<file path="src/rtl/reg_write_arbiter.sv">
// rtl/reg_write_arbiter.sv - round-robin write arbiter with locked bursts for a load-enable register bank
//
// Purpose: shares the write path of an NREGS x DW register bank among NREQ
//   requesters. Arbitration is round-robin. A requester may lock ownership
//   for up to MAXBURST back-to-back writes. The load strobes and data to the
//   bank are registered. A saturating counter records contention cycles.
//
// Ports:
//   clk            clock, rising edge
//   rst            asynchronous active-high reset
//   en             global enable; 0 freezes arbitration and ends any burst
//   req_valid      per-requester write request
//   req_lock       per-requester request to keep ownership next cycle
//   req_addr       packed register indices, requester i at [i*AW +: AW]
//   req_data       packed write data, requester i at [i*DW +: DW]
//   req_ready      one-hot combinational accept
//   reg_load       one-hot registered load strobes to the bank
//   reg_d          registered data to the bank
//   gnt_valid      registered; high while reg_load is non-zero
//   gnt_id         registered index of the requester owning reg_load
//   contention_cnt saturating count of enabled cycles with >=2 requests

module reg_write_arbiter #(
  parameter int NREQ     = 4,
  parameter int NREGS    = 8,
  parameter int AW       = $clog2(NREGS),
  parameter int DW       = 32,
  parameter int MAXBURST = 4
) (
  input  logic                    clk,
  input  logic                    rst,
  input  logic                    en,
  input  logic [NREQ-1:0]         req_valid,
  input  logic [NREQ-1:0]         req_lock,
  input  logic [NREQ*AW-1:0]      req_addr,
  input  logic [NREQ*DW-1:0]      req_data,
  output logic [NREQ-1:0]         req_ready,
  output logic [NREGS-1:0]        reg_load,
  output logic [DW-1:0]           reg_d,
  output logic                    gnt_valid,
  output logic [$clog2(NREQ)-1:0] gnt_id,
  output logic [15:0]             contention_cnt
);

  localparam int IW = $clog2(NREQ);
  localparam int BW = $clog2(MAXBURST + 1);
  // burst_cnt value at which the next accept is the last one of the burst
  localparam logic [BW-1:0] BURST_LAST = BW'(MAXBURST - 1);

  typedef enum logic [0:0] {
    ST_ARB   = 1'b0,
    ST_BURST = 1'b1
  } state_t;

  state_t          state_q, state_d;
  logic [IW-1:0]   rr_ptr_q, rr_ptr_d;
  logic [IW-1:0]   owner_q, owner_d;
  logic [BW-1:0]   burst_cnt_q, burst_cnt_d;

  logic [NREGS-1:0] reg_load_q;
  logic [DW-1:0]    reg_d_q;
  logic             gnt_valid_q;
  logic [IW-1:0]    gnt_id_q;
  logic [15:0]      contention_q;

  logic [AW-1:0]    addr_arr [NREQ];
  logic [DW-1:0]    data_arr [NREQ];
  logic [IW-1:0]    search_idx;
  logic [IW-1:0]    win_id;
  logic             win_found;
  logic [IW-1:0]    sel_id;
  logic             accept;
  logic [NREGS-1:0] load_vec;

  // Increment modulo NREQ; NREQ need not be a power of two.
  function automatic logic [IW-1:0] next_idx(input logic [IW-1:0] i);
    if (i == IW'(NREQ - 1)) begin
      return '0;
    end
    return i + 1'b1;
  endfunction

  // Unpack the flat request buses so they can be indexed by requester id.
  always_comb begin
    for (int i = 0; i < NREQ; i++) begin
      addr_arr[i] = req_addr[i*AW +: AW];
      data_arr[i] = req_data[i*DW +: DW];
    end
  end

  // Round-robin search: walk NREQ slots starting at rr_ptr, take the first valid.
  always_comb begin
    win_found  = 1'b0;
    win_id     = '0;
    search_idx = rr_ptr_q;
    for (int k = 0; k < NREQ; k++) begin
      if (!win_found && req_valid[search_idx]) begin
        win_found = 1'b1;
        win_id    = search_idx;
      end
      search_idx = next_idx(search_idx);
    end
  end

  // Ready generation and next-state logic.
  always_comb begin
    state_d     = state_q;
    rr_ptr_d    = rr_ptr_q;
    owner_d     = owner_q;
    burst_cnt_d = burst_cnt_q;
    req_ready   = '0;
    sel_id      = (state_q == ST_ARB) ? win_id : owner_q;

    if (!rst && en) begin
      if (state_q == ST_ARB) begin
        if (win_found) begin
          req_ready[win_id] = 1'b1;
        end
      end else if (req_valid[owner_q]) begin
        req_ready[owner_q] = 1'b1;
      end
    end

    accept = |(req_ready & req_valid);

    case (state_q)
      ST_ARB: begin
        if (accept) begin
          if (req_lock[sel_id] && (MAXBURST > 1)) begin
            // rr_ptr stays put; it advances past the owner when the burst ends
            state_d     = ST_BURST;
            owner_d     = sel_id;
            burst_cnt_d = BW'(1);
          end else begin
            rr_ptr_d = next_idx(sel_id);
          end
        end
      end
      ST_BURST: begin
        // No accept covers both en=0 and the owner dropping its request.
        if (!accept || !req_lock[owner_q] || (burst_cnt_q >= BURST_LAST)) begin
          state_d     = ST_ARB;
          rr_ptr_d    = next_idx(owner_q);
          burst_cnt_d = '0;
        end else begin
          burst_cnt_d = burst_cnt_q + 1'b1;
        end
      end
      default: begin
        state_d = ST_ARB;
      end
    endcase
  end

  always_comb begin
    load_vec = '0;
    load_vec[addr_arr[sel_id]] = 1'b1;
  end

  always_ff @(posedge clk or posedge rst) begin
    if (rst) begin
      state_q      <= ST_ARB;
      rr_ptr_q     <= '0;
      owner_q      <= '0;
      burst_cnt_q  <= '0;
      reg_load_q   <= '0;
      reg_d_q      <= '0;
      gnt_valid_q  <= 1'b0;
      gnt_id_q     <= '0;
      contention_q <= '0;
    end else begin
      state_q     <= state_d;
      rr_ptr_q    <= rr_ptr_d;
      owner_q     <= owner_d;
      burst_cnt_q <= burst_cnt_d;

      if (accept) begin
        reg_load_q  <= load_vec;
        reg_d_q     <= data_arr[sel_id];
        gnt_valid_q <= 1'b1;
        gnt_id_q    <= sel_id;
      end else begin
        // reg_d and gnt_id keep the last granted values
        reg_load_q  <= '0;
        gnt_valid_q <= 1'b0;
      end

      if (en && ($countones(req_valid) >= 2) && (contention_q != 16'hFFFF)) begin
        contention_q <= contention_q + 16'd1;
      end
    end
  end

  assign reg_load       = reg_load_q;
  assign reg_d          = reg_d_q;
  assign gnt_valid      = gnt_valid_q;
  assign gnt_id         = gnt_id_q;
  assign contention_cnt = contention_q;

endmodule

</file>
<file path="config.mk">
export PLATFORM = sky130hd
export DESIGN_NAME = reg_write_arbiter
export DESIGN_NICKNAME = d
export VERILOG_FILES = /design/src/rtl/reg_write_arbiter.sv
export SDC_FILE = /design/constraint.sdc
export NUM_CORES = 1
export LEC_CHECK = 0
export BUFFER_PORTS_ARGS = -buffer_cell sky130_fd_sc_hd__buf_2
export CORE_MARGIN = 8
export CORE_UTILIZATION = 25
export CTS_CLUSTER_DIAMETER = 50
export CTS_CLUSTER_SIZE = 12
export DETAILED_ROUTE_END_ITERATION = 16
export PLACE_DENSITY = 0.5
export SYNTH_ARGS = -nofsm -noshare
export SYNTH_HDL_FRONTEND = slang
export SYNTH_SLANG_ARGS = --single-unit
</file>
<file path="constraint.sdc">
create_clock -name clk -period 4.07 [get_ports clk]
set_clock_uncertainty 0.1 [all_clocks]
set_input_delay 0.2035 -clock clk [delete_from_list [all_inputs] [get_ports clk]]
set_output_delay 0.2035 -clock clk [all_outputs]
set_load 0.01 [all_outputs]
</file>
After elaboration in Yosys (flattened, before gate mapping)
Cells that the tools add are included.
{"block": "word_totals", "output_inout_bits": 63, "mem_count": 0, "ramBits": 0, "rom_bits": 0, "in_bits": 151, "latchBits": 0, "regBits": 67, "elab_cells": 140}
{"block": "classes", "div": 0, "magnitude_cmp": 14, "addsub": 10, "n_reduce_logical": 21, "eq_ne": 10, "multipliers": 0, "bitwise_logic": 3, "shift": 0, "n_mux": 73}
{"cell": "$bmux W32 S2", "n": 1}
{"cell": "$mux W32", "n": 2}
{"cell": "$mux W2", "n": 18}
{"cell": "$mux W1", "n": 28}
{"cell": "$lt A2 B3 Y1 const B", "n": 7}
{"cell": "$add A16 B1 Y16 const B", "n": 1}
{"cell": "$mux W4", "n": 4}
{"cell": "$ne A16 B16 Y1 const B", "n": 1}
{"cell": "$mux W3", "n": 5}
{"cell": "$bmux W1 S2", "n": 7}
{"cell": "$add A2 B1 Y2 const B", "n": 5}
{"cell": "$eq A2 B2 Y1 const B", "n": 5}
{"cell": "$logic_and A1 B1 Y1", "n": 9}
{"cell": "$mux W8", "n": 1}
{"cell": "$bmux W3 S2", "n": 1}
{"cell": "$ge A3 B2 Y1 const B", "n": 2}
{"cell": "$logic_not A1 Y1", "n": 6}
{"cell": "$pmux W3 S2", "n": 1}
{"cell": "$reduce_and A3 Y1", "n": 2}
{"cell": "$add A1 B1 Y2", "n": 2}
{"cell": "$and A4 B4 Y4", "n": 1}
{"cell": "$demux W1 S2", "n": 2}
{"cell": "$ge A2 B1 Y1 const B", "n": 2}
{"cell": "$lt A3 B4 Y1 const B", "n": 1}
{"cell": "other kinds (14)", "n": 17}

Logic depth before layout (Yosys ltp)
{"block": "logic_depth", "word_depth": 30, "depth_mapped": 16, "depth_no_buf": 12}

Least setup slack after synthesis
Ideal clock, no wire load.
{"block": "synth_path", "path_type": "in2reg", "from": "in rst", "to": "reg reg_load_q[0] (netlist: reg_load[0])", "path_slack_ps": 516, "n_path_buf": 1, "setup_ps": 81, "required_time_ps": 3889, "stages": 9, "arrival_ps": 3373, "cell_sequence": "inv_1 -> nand2_1 -> a21oi_1 -> o31ai_2 -> nor4bb_2 -> nor3_4 -> buf_4 -> or2_1 -> nor3_2"}
{"block": "synth_via", "elab_chain_len": 6}
{"element": "from (decl)", "line_no": "31", "rtl": "input logic rst,"}
{"element": "$logic_not A1 Y1 (no line)"}
{"element": "$logic_and A1 B1 Y1", "line_no": "114", "rtl": "if (!rst && en) begin"}
{"element": "$mux W4", "line_no": "114"}
{"element": "$and A4 B4 Y4", "line_no": "124", "rtl": "accept = |(req_ready & req_valid);"}
{"element": "$reduce_or A4 Y1", "line_no": "124"}
{"element": "$mux W8", "line_no": "177", "rtl": "if (accept) begin"}
{"element": "to (signal assigned)", "line_no": "178", "rtl": "reg_load_q <= load_vec;"}
{"element": "to (decl)", "line_no": "60", "rtl": "logic [NREGS-1:0] reg_load_q;"}
Every way passes these cells.
A chain may end at the register's enable or synchronous reset.

Worst setup path after layout
{"block": "layout_path", "from": "reg rr_ptr_q[1]", "to": "reg reg_load_q[0] (netlist: reg_load[0])"}
{"block": "layout_via", "elab_chain_len": 23, "word_cells_on_any_way": 55, "cone_classes": "3 x add/sub; 4 x order compare; 3 x eq/ne; 34 x mux; 2 x bitwise; 9 x reduce/logical"}
{"element": "from (decl)", "line_no": "56", "rtl": "logic [IW-1:0] rr_ptr_q, rr_ptr_d;"}
{"element": "from (signal assigned)", "line_no": "173", "rtl": "rr_ptr_q <= rr_ptr_d;"}
{"element": "parallel branches: the longest is 22 deep, another holds $add A2 B1 Y2"}
{"element": "$mux W8 *", "line_no": "177"}
Every way passes the cells marked *. The select of a mux whose other input is x is not followed.

==> run_results.csv <==
group,metric,value,unit
layout,nets,867,
synth,synth-seq-cells,67,
placement,gp_congestion,0.800,
sta,hold_violations,0,
setup_path,crit_arrival,3.83,ns
global_route,grt_pass1_vias,4675,
placement,dp_slack,0.246,ns
sta,slew_headroom,39.2,%
placement,dpl.hpwl,11900,µm
pwr,p_leak,3.20,nW
layout,drive_gt1_share,37.7,%
detailed_routing,dr.pass1.iters,4,
layout,regArea,0.00168,mm²
sta,worst_pin_slew,0.912,ns
synth,synth_most_common_cell,"nand2_1",
setup_path,reg2reg_slack,0.40,ns
synth,syn_nets,674,
floorplan,die_h,153,µm
detailed_routing,ant_nets,0,
synth,synth_area_per_cell,9.20,µm²
clock_network,cts_tree,"done",
setup_path,critPathMaxFanout,54,
global_route,grt_pass1_wl,25300,µm
sta,timing.fmax,0.273,GHz
clock_network,htree_num_levels,3,
setup_path,r2r_cells,13,
setup_path,crit_path_end_kind,"register",
floorplan,fp-row-count,50,
synth,postSynthCellCount,513,
setup_path,r2r-end,"reg_load[0]$_DFF_PP0_",
floorplan,core_area,0.0186,mm²
setup_path,crit_start,"rr_ptr_q[1]$_DFFE_PP0P_",
synth,synthArstFlopShare,100,%
synth,synth_top_cells_by_area,"dfrtp_1 36%, nand2_1 7.0%, a311oi_1 5.9%, a211oi_1 5.1%, a21o_1 5.1%",
floorplan,die_area,0.0235,mm²
synth,syn_area,0.00472,mm²
pwr,ir_drop,0.809,mV
setup_path,critPathKind,"register to register",
setup_path,worstPathCellList,"ha_2 -> xor2_1 -> o21bai_1 -> o2bb2ai_2 -> a221o_1 -> or2_4 -> and2_4 -> inv_4 -> buf_12 -> mux2i_1 -> mux2i_1 -> or2_1 -> nor3_2",
floorplan,initial_core_util,25.3,%
synth,synth.largest_area_cell,"dfrtp_1",
job,drv_cap,0,
synth,ys.flop_type,"dfrtp_1",
setup_path,critPathMaxStageDelay,0.55,ns
sta,finalSetupTns,0,ns
sta,rsz0062_at_grt,"false",
synth,ys_types,72,
detailed_routing,drt_wl_total,15900,µm
floorplan,fp.dieW,153,µm
sta,fin_crit_sh,90.1,%
sta,setup_viol,0,
clock_network,cts_made_buffers,9,
sta,min_period,3.67,ns
detailed_routing,drc,0,
clock_network,ctsRootBufferMaster,"clkbuf_16",
clock_network,clk-insertion-delay-late,0.34,ns
global_route,grt_util_all_layers,13.3,%
layout,multiInputGateArea,0.00275,mm²
global_route,antenna_found_initial,2,
detailed_routing,detail_route.vias_per_cell,4.80,
sta,drv_slew,0,
synth,synth_edf_count,0,
setup_path,cp_slowest_cell,"ha_2",
pwr,power_density,1010,mW/mm²
clock_network,post_cts_buffers,0,
layout,syn_to_final_growth,33.4,%
placement,io_buffers,213,
synth,synth_commonest_cells,"88 x nand2_1, 67 x dfrtp_1, 32 x a211oi_1, 32 x a21o_1, 32 x a311oi_1",
floorplan,io_pins,214,
synth,yosysTopAreaCellShare,35.5,%
setup_path,required,4.23,ns
setup_path,cp-start-kind,"register",
synth,yosysWarnings,0,
detailed_routing,wl_per_cell,16.8,µm
detailed_routing,drt_iter0_markers,206,
synth,yosysSeqAreaShare,35.5,%
detailed_routing,via_count,4539,
global_route,gr-total-overflow,0,
clock_network,cts_hold_buf,0,
clock_network,clock-sinks,67,
min_path,hold_class,"input pin to async pin",
setup_path,r2r_start,"rr_ptr_q[1]$_DFFE_PP0P_",
sta,timing.final.ws_setup,0.401,ns
clock_network,path_clk_slew,0.06,ns
layout,fillerInstances,1989,
setup_path,path_common_cell,"mux2i_1",
status,status,"completed",
clock_network,clock_path_buffers,2,
global_route,grt_max_degree,68,
## power by group
part,switching [mW],internal [mW]
logic,2.60,1.73
clock network,0.318,0.616
registers,0.182,0.929
total,3.10,3.27
## through the flow
stage	total power [mW]	cell area (µm²)	hold slack [ns]	std cells	utilization (%)
6_report	6.37	6290	0.0740	946	33.8
5_1_grt	6.94	6290	0.157	946	33.8
4_1_cts	6.47	6290	0.0956	945	33.7
3_5_place_dp	5.50	5940	0.361	929	31.9
3_3_place_gp	5.50	5940	0.354	929	31.9
2_1_floorplan	4.55	4720	0.370	513	-
## how the worst max path moves through the flow
| stage | to | slack, ns | cells past startpoint |
|---|---|---|---|
| detailed placement | reg_load[0]$_DFF_PP0_ | 0.25 | 13 |
| CTS | reg_load[0]$_DFF_PP0_ | 0.25 | 13 |
| finish | reg_load[0]$_DFF_PP0_ | 0.40 | 13 |
| global placement | reg_load[0]$_DFF_PP0_ | 0.34 | 13 |
| global route | reg_load[0]$_DFF_PP0_ | 0.16 | 13 |
| floorplan | reg_load[0]$_DFF_PP0_ | 0.52 | 9 |
## area by class of cell
| type | instances | area share, % |
|---|---|---|
| inverters | 13 | 0.815 |
| diodes | 1 | 0.0398 |
| clock inverters | 6 | 1.77 |
| clock buffers | 10 | 3.80 |
| well taps | 234 | 4.65 |
| multi-input cells | 393 | 43.7 |
| flip-flops and latches | 67 | 26.6 |
| repair buffers | 222 | 18.6 |
## layout by cell type (no fill, tap or decap), types with 4 or more instances in the layout
cell type | netlist | layout
mux2i_1 | 15 | 15
and2_1 | 31 | 31
mux2_2 | 7 | 7
xnor2_1 | 9 | 9
xor2_1 | 7 | 7
and3_1 | 4 | 4
ha_1 | 9 | 8
nor3_1 | 7 | 7
a21o_1 | 32 | 32
clkbuf_16 | 0 | 9
nand2_1 | 88 | 88
a311oi_1 | 32 | 32
nand3_1 | 6 | 6
dfrtp_1 | 67 | 67
a211oi_1 | 32 | 32
a22oi_1 | 5 | 5
buf_2 | 16 | 213
inv_1 | 11 | 10
nor2_1 | 24 | 24
nand2b_1 | 8 | 8
o21ai_0 | 5 | 5
a21oi_1 | 9 | 9
buf_4 | 4 | 6
## registers in the layout, indices dropped and copies added (netlist names)
| name | flops |
|---|---|
| reg_d | 32 |
| rr_ptr_q | 2 |
| gnt_id | 2 |
| state_q | 1 |
| burst_cnt_q | 3 |
| owner_q | 2 |
| gnt_valid | 1 |
| contention_cnt | 16 |
| reg_load | 8 |
## what timing repair did
item	4_1_cts	5_1_grt
setup endpoints to repair	0	1
resized for setup	0	1
hold endpoints to repair	0	0
## logic make-up after synthesis
kind of cell	share of synthesized area, %
AOI/OAI and AO/OA	24.9
xor gates and xnor gates	2.97
adders and majority gates	2.81
buffers and inverters	6.23
DFF	35.5
muxes	7.00
and+or+nand+nor	20.6
## layer usage
metal | wire length [µm] | share of wire, % | GRT usage [%] | vias up
li1 | - | - | - | 2255
met1 | 7000 | 44 | 16.2 | 2134
met2 | 7610 | 48 | 21.8 | 128
met3 | 990 | 6.2 | 4.03 | 20
met4 | 272 | 1.7 | 4.81 | 2
met5 | 13 | 0.082 | 0 | -
## worst max-delay path: cells and delay by family (launching register included)
kind                       cells  cell delay, ns
and+or+nand+nor                4            0.89
muxes                          2            0.33
xor gates and xnor gates       1            0.26
DFF                            1            0.38
buffers and inverters          2            0.40
AOI/OAI and AO/OA              3            0.67
adders and majority gates      1            0.55
(Power assumes the default switching activity.)
